--- config.mk ---
export PLATFORM = sky130hd
export DESIGN_NAME = regfile_write_arbiter
export DESIGN_NICKNAME = d
export VERILOG_FILES = /design/src/rtl/regfile_pkg.sv /design/src/rtl/regfile_write_arbiter_rr_pick.sv /design/src/rtl/regfile_write_arbiter.sv
export SDC_FILE = /design/constraint.sdc
export NUM_CORES = 1
export LEC_CHECK = 0
export ABC_AREA = 1
export BUFFER_PORTS_ARGS = -buffer_cell sky130_fd_sc_hd__buf_2
export CORE_AREA = 2 2 104 106
export DETAILED_ROUTE_END_ITERATION = 10
export DIE_AREA = 0 0 106 108
export PLACE_DENSITY = 0.54
export RECOVER_POWER = 50
export SYNTH_ARGS = -nofsm -noshare
export SYNTH_HDL_FRONTEND = slang
export SYNTH_SLANG_ARGS = --single-unit
--- constraint.sdc ---
create_clock -name clk -period 3.8 [get_ports clk]
set_input_delay 0.19 -clock clk [delete_from_list [all_inputs] [get_ports clk]]
set_output_delay 0.19 -clock clk [all_outputs]
set_load 0.05 [all_outputs]
--- src/rtl/regfile_pkg.sv ---
// regfile_pkg: constants shared by the 4-entry register file, its write-select
// decoder and the write-port arbiter, plus the arbiter lock-FSM state type.
package regfile_pkg;
   localparam int REG_SEL_W = 2;
   localparam int NUM_REGS  = 4;

   typedef enum logic {
      ARB_S    = 1'b0,
      LOCKED_S = 1'b1
   } arb_state_e;
endpackage

--- src/rtl/regfile_write_arbiter_rr_pick.sv ---
// rr_pick: combinational N-wide round-robin priority picker.
// Ports:
//   i_req  - request vector, bit i = requester i
//   i_ptr  - highest-priority requester index
//   i_mask - eligibility mask ANDed with i_req
//   o_gnt  - one-hot grant (zero when nothing eligible)
//   o_idx  - index of the granted requester (valid when o_any)
//   o_any  - at least one eligible request
module rr_pick #(
   parameter int N  = 4,
   parameter int PW = (N > 1) ? $clog2(N) : 1
) (
   input  logic [N-1:0]  i_req,
   input  logic [PW-1:0] i_ptr,
   input  logic [N-1:0]  i_mask,
   output logic [N-1:0]  o_gnt,
   output logic [PW-1:0] o_idx,
   output logic          o_any
);
   logic [N-1:0] w_eff;
   logic [N-1:0] w_rot;
   int           w_first;
   int           w_sum;

   always_comb begin
      w_eff = i_req & i_mask;
      // Rotate so that requester i_ptr lands at bit 0; the double-width copy
      // supplies the wrapped-around requesters in the upper positions.
      w_rot = N'({w_eff, w_eff} >> i_ptr);
      o_any = |w_eff;
      w_first = 0;
      for (int k = N - 1; k >= 0; k--)
         if (w_rot[k]) w_first = k;
      // Undo the rotation, wrapping modulo N (N need not be a power of two).
      w_sum = int'(i_ptr) + w_first;
      if (w_sum >= N) w_sum = w_sum - N;
      o_idx = '0;
      o_gnt = '0;
      if (o_any) begin
         o_idx = PW'(w_sum);
         o_gnt = N'(1) << w_sum;
      end
   end
endmodule

--- src/rtl/regfile_write_arbiter.sv ---
// regfile_write_arbiter: round-robin arbiter sharing the single write port of
// the register file among N requesters. One grant per cycle; the granted
// request is registered onto rf_en/rf_in_sel/rf_in one cycle later.
// Optional feature macro: REGFILE_ARB_LOCK_EN (adds lock port + ARB/LOCKED FSM
// letting a granted requester hold the port for consecutive writes).
// Ports:
//   clk, reset - clock, synchronous active-high reset
//   req        - per-requester write request
//   req_sel    - per-requester destination select, 2 bits each
//   req_data   - per-requester write data, W bits each
//   lock       - (REGFILE_ARB_LOCK_EN only) per-requester lock request
//   gnt        - combinational one-hot grant
//   rf_en, rf_in_sel, rf_in - registered register-file write port
//   busy       - registered: any request was seen last cycle
module regfile_write_arbiter
   import regfile_pkg::*;
#(
   parameter int W = 32,
   parameter int N = 4
) (
   input  logic                   clk,
   input  logic                   reset,
   input  logic [N-1:0]           req,
   input  logic [REG_SEL_W*N-1:0] req_sel,
   input  logic [W*N-1:0]         req_data,
`ifdef REGFILE_ARB_LOCK_EN
   input  logic [N-1:0]           lock,
`endif
   output logic [N-1:0]           gnt,
   output logic                   rf_en,
   output logic [REG_SEL_W-1:0]   rf_in_sel,
   output logic [W-1:0]           rf_in,
   output logic                   busy
);
   localparam int PW = $clog2(N);

   logic [PW-1:0]        r_ptr;
   logic [N-1:0]         w_mask;
   logic [N-1:0]         w_gnt;
   logic [PW-1:0]        w_idx;
   logic                 w_any;
   logic [REG_SEL_W-1:0] w_sel;
   logic [W-1:0]         w_data;

   // Pointer increment that wraps at N-1, so values >= N are never produced.
   function automatic logic [PW-1:0] wrap_inc(input logic [PW-1:0] v);
      return (int'(v) == N - 1) ? '0 : v + 1'b1;
   endfunction

`ifdef REGFILE_ARB_LOCK_EN
   arb_state_e    r_state;
   logic [PW-1:0] r_owner;

   // While locked only the owner is eligible.
   always_comb begin
      w_mask = '1;
      if (r_state == LOCKED_S) w_mask = N'(1) << r_owner;
   end
`else
   assign w_mask = '1;
`endif

   rr_pick #(.N(N), .PW(PW)) u_pick (
      .i_req  (req),
      .i_ptr  (r_ptr),
      .i_mask (w_mask),
      .o_gnt  (w_gnt),
      .o_idx  (w_idx),
      .o_any  (w_any)
   );

   assign gnt    = reset ? '0 : w_gnt;
   assign w_sel  = req_sel[w_idx*REG_SEL_W +: REG_SEL_W];
   assign w_data = req_data[w_idx*W +: W];

   always_ff @(posedge clk) begin
      if (reset) begin
         r_ptr     <= '0;
         rf_en     <= 1'b0;
         rf_in_sel <= '0;
         rf_in     <= '0;
         busy      <= 1'b0;
`ifdef REGFILE_ARB_LOCK_EN
         r_state   <= ARB_S;
         r_owner   <= '0;
`endif
      end else begin
         busy  <= |req;
         rf_en <= w_any;
         // Select/data hold their last value on idle cycles.
         if (w_any) begin
            rf_in_sel <= w_sel;
            rf_in     <= w_data;
         end
`ifdef REGFILE_ARB_LOCK_EN
         case (r_state)
            ARB_S: begin
               if (w_any) begin
                  r_ptr <= wrap_inc(w_idx);
                  if (lock[w_idx]) begin
                     r_state <= LOCKED_S;
                     r_owner <= w_idx;
                  end
               end
            end
            LOCKED_S: begin
               // Pointer is frozen while locked; release hands priority on.
               if (!req[r_owner] || !lock[r_owner]) begin
                  r_state <= ARB_S;
                  r_ptr   <= wrap_inc(r_owner);
               end
            end
            default: r_state <= ARB_S;
         endcase
`else
         if (w_any) r_ptr <= wrap_inc(w_idx);
`endif
      end
   end
endmodule

==> results of run 1 <==
[per-layer routing]
metal / wire (um) / up-vias
li1: - / 1785
met1: 4330 / 1505
met2: 4660 / 137
met3: 665 / 13
met4: 114 / 0
met5: 0 / -
[state kept, by name, indices dropped and copies added, names as in the netlist]
name / cells
rf_in: 32
rf_in_sel: 2
r_ptr: 2
busy: 1
[cells in the final DEF (no fill, tap or decap), types with 2 or more instances in the layout]
master                     instances
sky130_fd_sc_hd__clkbuf_1         36
sky130_fd_sc_hd__nor3_2            2
sky130_fd_sc_hd__o21ai_0          36
sky130_fd_sc_hd__nand3_2          20
sky130_fd_sc_hd__nor3_1            2
sky130_fd_sc_hd__clkbuf_8          6
sky130_fd_sc_hd__nand2_1         130
sky130_fd_sc_hd__nand3_1          57
sky130_fd_sc_hd__buf_4             3
sky130_fd_sc_hd__nand2_2           3
sky130_fd_sc_hd__inv_1            16
sky130_fd_sc_hd__nand2_8           2
sky130_fd_sc_hd__or2_2            31
sky130_fd_sc_hd__nor2_1           39
sky130_fd_sc_hd__o21ai_2          16
sky130_fd_sc_hd__clkinv_1         11
sky130_fd_sc_hd__dfxtp_1          37
sky130_fd_sc_hd__buf_2           145
sky130_fd_sc_hd__mux2i_1          13
[final cells by class]
type                            count  area (um^2)
Clock buffer                        6         82.6
Clock inverter                      1         7.51
Fill cell                        1126         6270
Inverter                           29          114
Multi-Input combinational cell    359         1940
Sequential cell                    37          741
Tap cell                          136          170
Timing Repair Buffer              185          903
[through the flow]
stage | utilization, % | area, um^2 | total power, W | std cells | hold slack (ns)
floorplan | - | 3020 | 0.00353 | 457 | 0.359
global placement | 38.3 | 3920 | 0.00402 | 746 | 0.433
detailed placement | 38.3 | 3920 | 0.00405 | 746 | 0.433
CTS | 39.2 | 4010 | 0.00435 | 753 | 0.234
global route | 38.7 | 3960 | 0.00466 | 753 | 0.255
finish | 38.7 | 3960 | 0.00425 | 753 | 0.236
[worst paths after layout]
kind,slack [ns],depth (start not counted),to,start
max reg2reg,0.96,14,rf_in_sel[1],r_ptr[0]
min reg2reg,0.45,2,rf_in[13],rf_in[13]
min,0.24,5,rf_in[17],req_data[113]
max,0.35,13,gnt[2],r_ptr[0]
[logic make-up (layout without fill, tap and decap cells)]
kind of cell,after synthesis,in the layout,share of synthesized area (%)
DFF,37,37,24.6
AOI/OAI and AO/OA,54,54,11.1
buffers and inverters,61,221,11.2
xor gates and xnor gates,1,1,0.540
and+or+nand+nor,290,290,47.8
adders and majority gates,1,1,0.415
muxes,13,13,4.32
[worst reg2reg max path, stage by stage, from the launching register on]
cell and delay [ns]:
sky130_fd_sc_hd__dfxtp_1 0.46, sky130_fd_sc_hd__inv_2 0.09, sky130_fd_sc_hd__nand2_1 0.10, sky130_fd_sc_hd__nand3_1 0.07, sky130_fd_sc_hd__nand2_1 0.12, sky130_fd_sc_hd__nand3_1 0.09, sky130_fd_sc_hd__a21boi_0 0.19, sky130_fd_sc_hd__ha_1 0.31
sky130_fd_sc_hd__nand2_2 0.10, sky130_fd_sc_hd__clkinv_1 0.38, sky130_fd_sc_hd__buf_12 0.32, sky130_fd_sc_hd__o21ai_0 0.24, sky130_fd_sc_hd__nand3_1 0.12, sky130_fd_sc_hd__nand3_2 0.10, sky130_fd_sc_hd__nand2_1 0.05
[power groups by stage]
stage	clock network, W	logic, W	registers (W)
6_report	0.000283	0.00330	0.000670
5_1_grt	0.000313	0.00366	0.000692
3_3_place_gp	0	0.00335	0.000667
3_5_place_dp	0	0.00339	0.000669
2_1_floorplan	0	0.00233	0.00120
4_1_cts	0.000295	0.00340	0.000664
==> results.yml, run 1 <==
synth:
  synth_area_per_cell_um2: 6.60
  synth.top_cells.by_area: "sky130_fd_sc_hd__dfxtp_1 25%, sky130_fd_sc_hd__nand2_1 16%, sky130_fd_sc_hd__nand3_1 9.5%, sky130_fd_sc_hd__nand3_2 6.6%, sky130_fd_sc_hd__or2_2 6.4%"
  post-synth-top-count-cell: "sky130_fd_sc_hd__nand2_1"
  post_synth_inst_count: 457
  synth_sequential_area_ratio_pct: 24.6
  post_synth_instance_area_um2: 3020
  post_synthesis_async_set_or_reset_flop_share_pct: 0
  yosysTopAreaCellShare_pct: 24.6
  synth.distinct_cells: 29
  post_synth_most_frequent_cells: "129 x sky130_fd_sc_hd__nand2_1, 57 x sky130_fd_sc_hd__nand3_1, 41 x sky130_fd_sc_hd__nor2_1"
  yosys_warnings: 0
  synth-seq-cells: 37
  synth-edff-count: 0
  synth_ff_type: "sky130_fd_sc_hd__dfxtp_1"
  netlist.top_cell.by_area: "sky130_fd_sc_hd__dfxtp_1"
  syn_nets: 600
timing:
  finalSetupViolations: 0
  clock-skew-final_ns: 0.00419
  finalMaxSlewViolations: 0
  worst_setup_slack_after_layout_ns: 0.349
  ratio_of_final_minimum_period_to_clock_period_pct: 90.8
  worst_pin_slew_ns: 0.986
  max_clk_rate_ghz: 0.290
  rsz_0062_raised_after_global_routing: "false"
  aggregate_negative_setup_slack_ns: 0
  timing_hold_violations_final: 0
  relative_slew_slack_pct: 34.1
  shortest_period_the_worst_path_allows_ns: 3.45
detailed_routing:
  drt-pass1-iter-count: 4
  vias_per_cell: 4.57
  detailroute.via_count: 3440
  drt_first_iter_violations: 179
  drt-wirelength-per-cell_um: 13.0
  drc_errors: 0
  drt.antenna.violating_nets: 0
  finalWirelength_um: 9770
critical_path:
  worst_ep_required_time_ns: 3.61
  critPathBufInv: 2
  cpMostUsedCell: "sky130_fd_sc_hd__nand2_1"
  critical_path_launch_point_type: "flop"
  cp_cell_sequence: "inv_2 -> nand2_1 -> nand3_1 -> nand2_1 -> nand3_1 -> a21boi_0 -> ha_1 -> xnor2_2 -> nand3_4 -> nand2_8 -> nand2_1 -> nor3_1 -> buf_2"
  worst_ep_arrival_time_ns: 3.26
  crit_fanout: 37
  setup.worst_path.class: "flop to output port"
  timing.critical_path.max_delay_family: "simple AND/OR/NAND/NOR gates"
  cpMaxStageDelayCell: "sky130_fd_sc_hd__dfxtp_1"
  timing.critical_path.slowest_cell_delay_ns: 0.46
  critPathCaptureType: "output port"
global_route:
  globalRouteTotalUtil_pct: 16.6
  groute.layer.met1.usage_pct: 20.7
  grt_max_degree: 69
  global_route.usage.met2_pct: 29.9
  grt_remaining_overflow: 0
  first_global_vias: 3165
  grt_busiest_layer: "met2"
  grt_pass1_wl_um: 15400
  gr-usage-met3_pct: 3.25
  antenna_found_initial: 0
status:
  outcome: "complete, no violations"
power_and_ir_drop:
  p_seq_share_pct: 15.8
  sw_frac_of_total_pct: 59.7
  power_switching_w: 0.00254
  powerDensity_nw_per_um2: 1070
  share_comb_of_total_power_pct: 77.6
  max-vdd-ir-drop_mv: 0.433
  internal_power_w: 0.00171
  p_clk_share_pct: 6.7
  power_leakage_nw: 2.05
placement:
  detailedPlace.worstSlack_ns: 0.723
  hpwl_um: 7180
  io_buffers: 181
  gpl.final_weighted_congestion: 0.805
cells_and_area:
  n_antenna_cell: 0
  area_delta_synth_final_pct: 31.4
  share_of_post_route_cells_with_drive_strength_above_1_pct: 38.4
  final_nets: 760
clock_tree:
  clk_path_buf_depth: 2
  numCtsBuffers: 5
  cts_tree: "done"
  cts_sinks: 37
  cts_setup_buffers: 0
  worst_skew_pair.late_latency_ns: 0.28
  cts.htree.levels: 2
  cts-root-buf: "sky130_fd_sc_hd__clkbuf_8"
  cts_hold_buffers: 0
  clkTransAtPathRegs_ns: 0.07
  post_cts_resized: 0
floorplanning:
  rows: 37
  initial_utilization_pct: 29.5
  floorplan_core_area_um2: 10200
  boundaryPins: 182
  floorplan_die_area_um2: 11400
  die_h_um: 108
  fp.dieW_um: 106
flow_run:
  cap_violations: 0
hold_path:
  worst_hold_path_type: "input pin to flop"
(Power assumes the default switching activity.)
==> inputs of run 2 (changes only) <==
--- a/config.mk
+++ b/config.mk
@@ -7,10 +7,10 @@
 export LEC_CHECK = 0
 export ABC_AREA = 1
 export BUFFER_PORTS_ARGS = -buffer_cell sky130_fd_sc_hd__buf_2
-export CORE_AREA = 2 2 104 106
+export CORE_AREA = 2 2 85 87
 export DETAILED_ROUTE_END_ITERATION = 10
-export DIE_AREA = 0 0 106 108
-export PLACE_DENSITY = 0.54
+export DIE_AREA = 0 0 87 89
+export PLACE_DENSITY = 0.78
 export RECOVER_POWER = 50
 export SYNTH_ARGS = -nofsm -noshare
 export SYNTH_HDL_FRONTEND = slang
==> results.yml, run 2 (synthesized netlist as in run 1, its figures left out) <==
critical_path:
  reg2reg_depth: 15
  crit_fanout: 37
  cpMaxStageDelayCell: "sky130_fd_sc_hd__dfxtp_1"
  critical_path_launch_point_type: "flop"
  critical_path_depth: 13
  cp_cell_sequence: "inv_2 -> nand2_1 -> nand3_1 -> nand2_1 -> nand3_1 -> a21boi_0 -> ha_1 -> xnor2_2 -> nand3_4 -> nand2_8 -> nand2_1 -> nor3_1 -> buf_2"
  reg2reg_to: "rf_in[3]"
  critPathCaptureType: "output port"
  critPathBufInv: 2
  timing.critical_path.slowest_cell_delay_ns: 0.46
  rrSetupSlack_ns: 0.62
  worst_ep_arrival_time_ns: 3.19
  setup.worst_path.class: "flop to output port"
  worst_ep_required_time_ns: 3.61
  cpMostUsedCell: "sky130_fd_sc_hd__nand2_1"
  timing.critical_path.max_delay_family: "simple AND/OR/NAND/NOR gates"
  worst_r2r_startpoint: "r_ptr[1]"
flow_run:
  cap_violations: 0
global_route:
  globalRouteTotalUtil_pct: 21.9
  grt_max_degree: 38
  first_global_vias: 3246
  grt_pass1_wl_um: 13900
  grt_remaining_overflow: 0
  antenna_found_initial: 0
cells_and_area:
  layout_top_registers: "rf_in x32, r_ptr x2, rf_in_sel x2"
  layout_commonest_cell: "sky130_fd_sc_hd__buf_2"
  share_of_post_route_cells_with_drive_strength_above_1_pct: 38.4
  n_antenna_cell: 0
  final_nets: 762
  utilization_pct: 58.1
  layout.cells.most_common_list: "145 x sky130_fd_sc_hd__buf_2, 131 x sky130_fd_sc_hd__nand2_1, 57 x sky130_fd_sc_hd__nand3_1"
  largest-register: "rf_in"
  largest_register_ffs: 32
  number_of_non_filler_instances_in_the_completed_layout: 699
  design_area_um2: 3910
  area_delta_synth_final_pct: 29.5
clock_tree:
  numCtsBuffers: 5
  cts_hold_buffers: 0
  cts_sinks: 37
  clkTransAtPathRegs_ns: 0.07
  post_cts_resized: 0
  clk_path_buf_depth: 2
  worst_skew_pair.late_latency_ns: 0.28
  cts.htree.levels: 2
  cts_tree: "done"
  cts_setup_buffers: 0
  cts-root-buf: "sky130_fd_sc_hd__clkbuf_8"
detailed_routing:
  drc_errors: 0
  drt.antenna.violating_nets: 0
  vias_per_cell: 5.02
  finalWirelength_um: 8680
  drt-wirelength-per-cell_um: 12.4
  detailroute.via_count: 3511
  drt_first_iter_violations: 121
  drt-pass1-iter-count: 5
timing:
  ratio_of_final_minimum_period_to_clock_period_pct: 89.0
  whs_ns: 0.232
  relative_slew_slack_pct: 40.9
  max_clk_rate_ghz: 0.296
  worst_pin_slew_ns: 0.884
  clock-skew-final_ns: 0.00520
  finalSetupViolations: 0
  rsz_0062_raised_after_global_routing: "false"
  aggregate_negative_setup_slack_ns: 0
  finalMaxSlewViolations: 0
  shortest_period_the_worst_path_allows_ns: 3.38
  timing_hold_violations_final: 0
power_and_ir_drop:
  max-vdd-ir-drop_mv: 0.404
  powerDensity_nw_per_um2: 1090
  power_leakage_nw: 2.07
placement:
  hpwl_um: 6600
  place.detailed.instances: 692
  io_buffers: 181
  gpl.final_weighted_congestion: 0.789
  dpl-instance-area_um2: 3850
status:
  outcome: "complete, no violations"
hold_path:
  worst_hold_path_type: "input pin to flop"
  holdPathStages: 5
  hp-start: "req_data[109]"
  hold_end: "rf_in[13]"
floorplanning:
  die_h_um: 89
  floorplan_die_area_um2: 7740
  floorplan_core_area_um2: 6720
  boundaryPins: 182
  fp.dieW_um: 87
  initial_utilization_pct: 44.9
  rows: 30
## run 2: how the worst max path moves through the flow
stage              from  slack [ns]     end
2_1_floorplan  r_ptr[0]        0.86  gnt[2]
3_3_place_gp   r_ptr[0]        0.92  gnt[3]
3_5_place_dp   r_ptr[1]        0.77  gnt[2]
4_1_cts        r_ptr[0]        0.45  gnt[2]
5_1_grt        r_ptr[0]        0.13  gnt[3]
6_report       r_ptr[0]        0.42  gnt[2]
## run 2: where the power goes
group / leakage [nW] / internal, W / switching (W) / total (W)
clock network: 0.0540 / 0.000191 / 0.000136 / 0.000327
registers: 0.309 / 0.000567 / 0.000101 / 0.000669
logic: 1.71 / 0.000998 / 0.00225 / 0.00324
## run 2: area by class of cell
type | count | area [um^2]
sequential | 37 | 741
tap | 80 | 100
inverter | 29 | 114
multi-input combinational | 359 | 1940
fill | 681 | 2810
clock inverter | 2 | 35.0
clock buffer | 5 | 68.8
timing repair buffer | 187 | 906
## run 2: stage by stage
stage               power [W]  setup WS [ns]
floorplan             0.00353          0.862
global placement      0.00390          0.923
detailed placement    0.00396          0.769
CTS                   0.00431          0.451
global route          0.00464          0.134
finish                0.00424          0.418
## run 2: worst reg2reg max path, cell delays in order, from the launching register on
cell	delay (ns)
sky130_fd_sc_hd__dfxtp_1	0.50
sky130_fd_sc_hd__inv_1	0.17
sky130_fd_sc_hd__nand3_1	0.13
sky130_fd_sc_hd__nand2_1	0.09
sky130_fd_sc_hd__nand3_1	0.07
sky130_fd_sc_hd__a21boi_0	0.08
sky130_fd_sc_hd__ha_1	0.34
sky130_fd_sc_hd__nand2_1	0.49
sky130_fd_sc_hd__buf_4	0.46
sky130_fd_sc_hd__or2_2	0.30
sky130_fd_sc_hd__o21ai_0	0.10
sky130_fd_sc_hd__nand3_1	0.12
sky130_fd_sc_hd__nand2_1	0.10
sky130_fd_sc_hd__clkinv_1	0.06
sky130_fd_sc_hd__nand2_1	0.05
sky130_fd_sc_hd__nand2_1	0.04
## run 2: per-layer routing
| layer | vias to the layer above | wire (um) | global-route usage [%] |
|---|---|---|---|
| met5 | - | 0 | 0 |
| met4 | 0 | 51 | 4.97 |
| met3 | 6 | 602 | 3.88 |
| met2 | 147 | 4470 | 42.3 |
| met1 | 1563 | 3560 | 25.1 |
| li1 | 1795 | - | - |
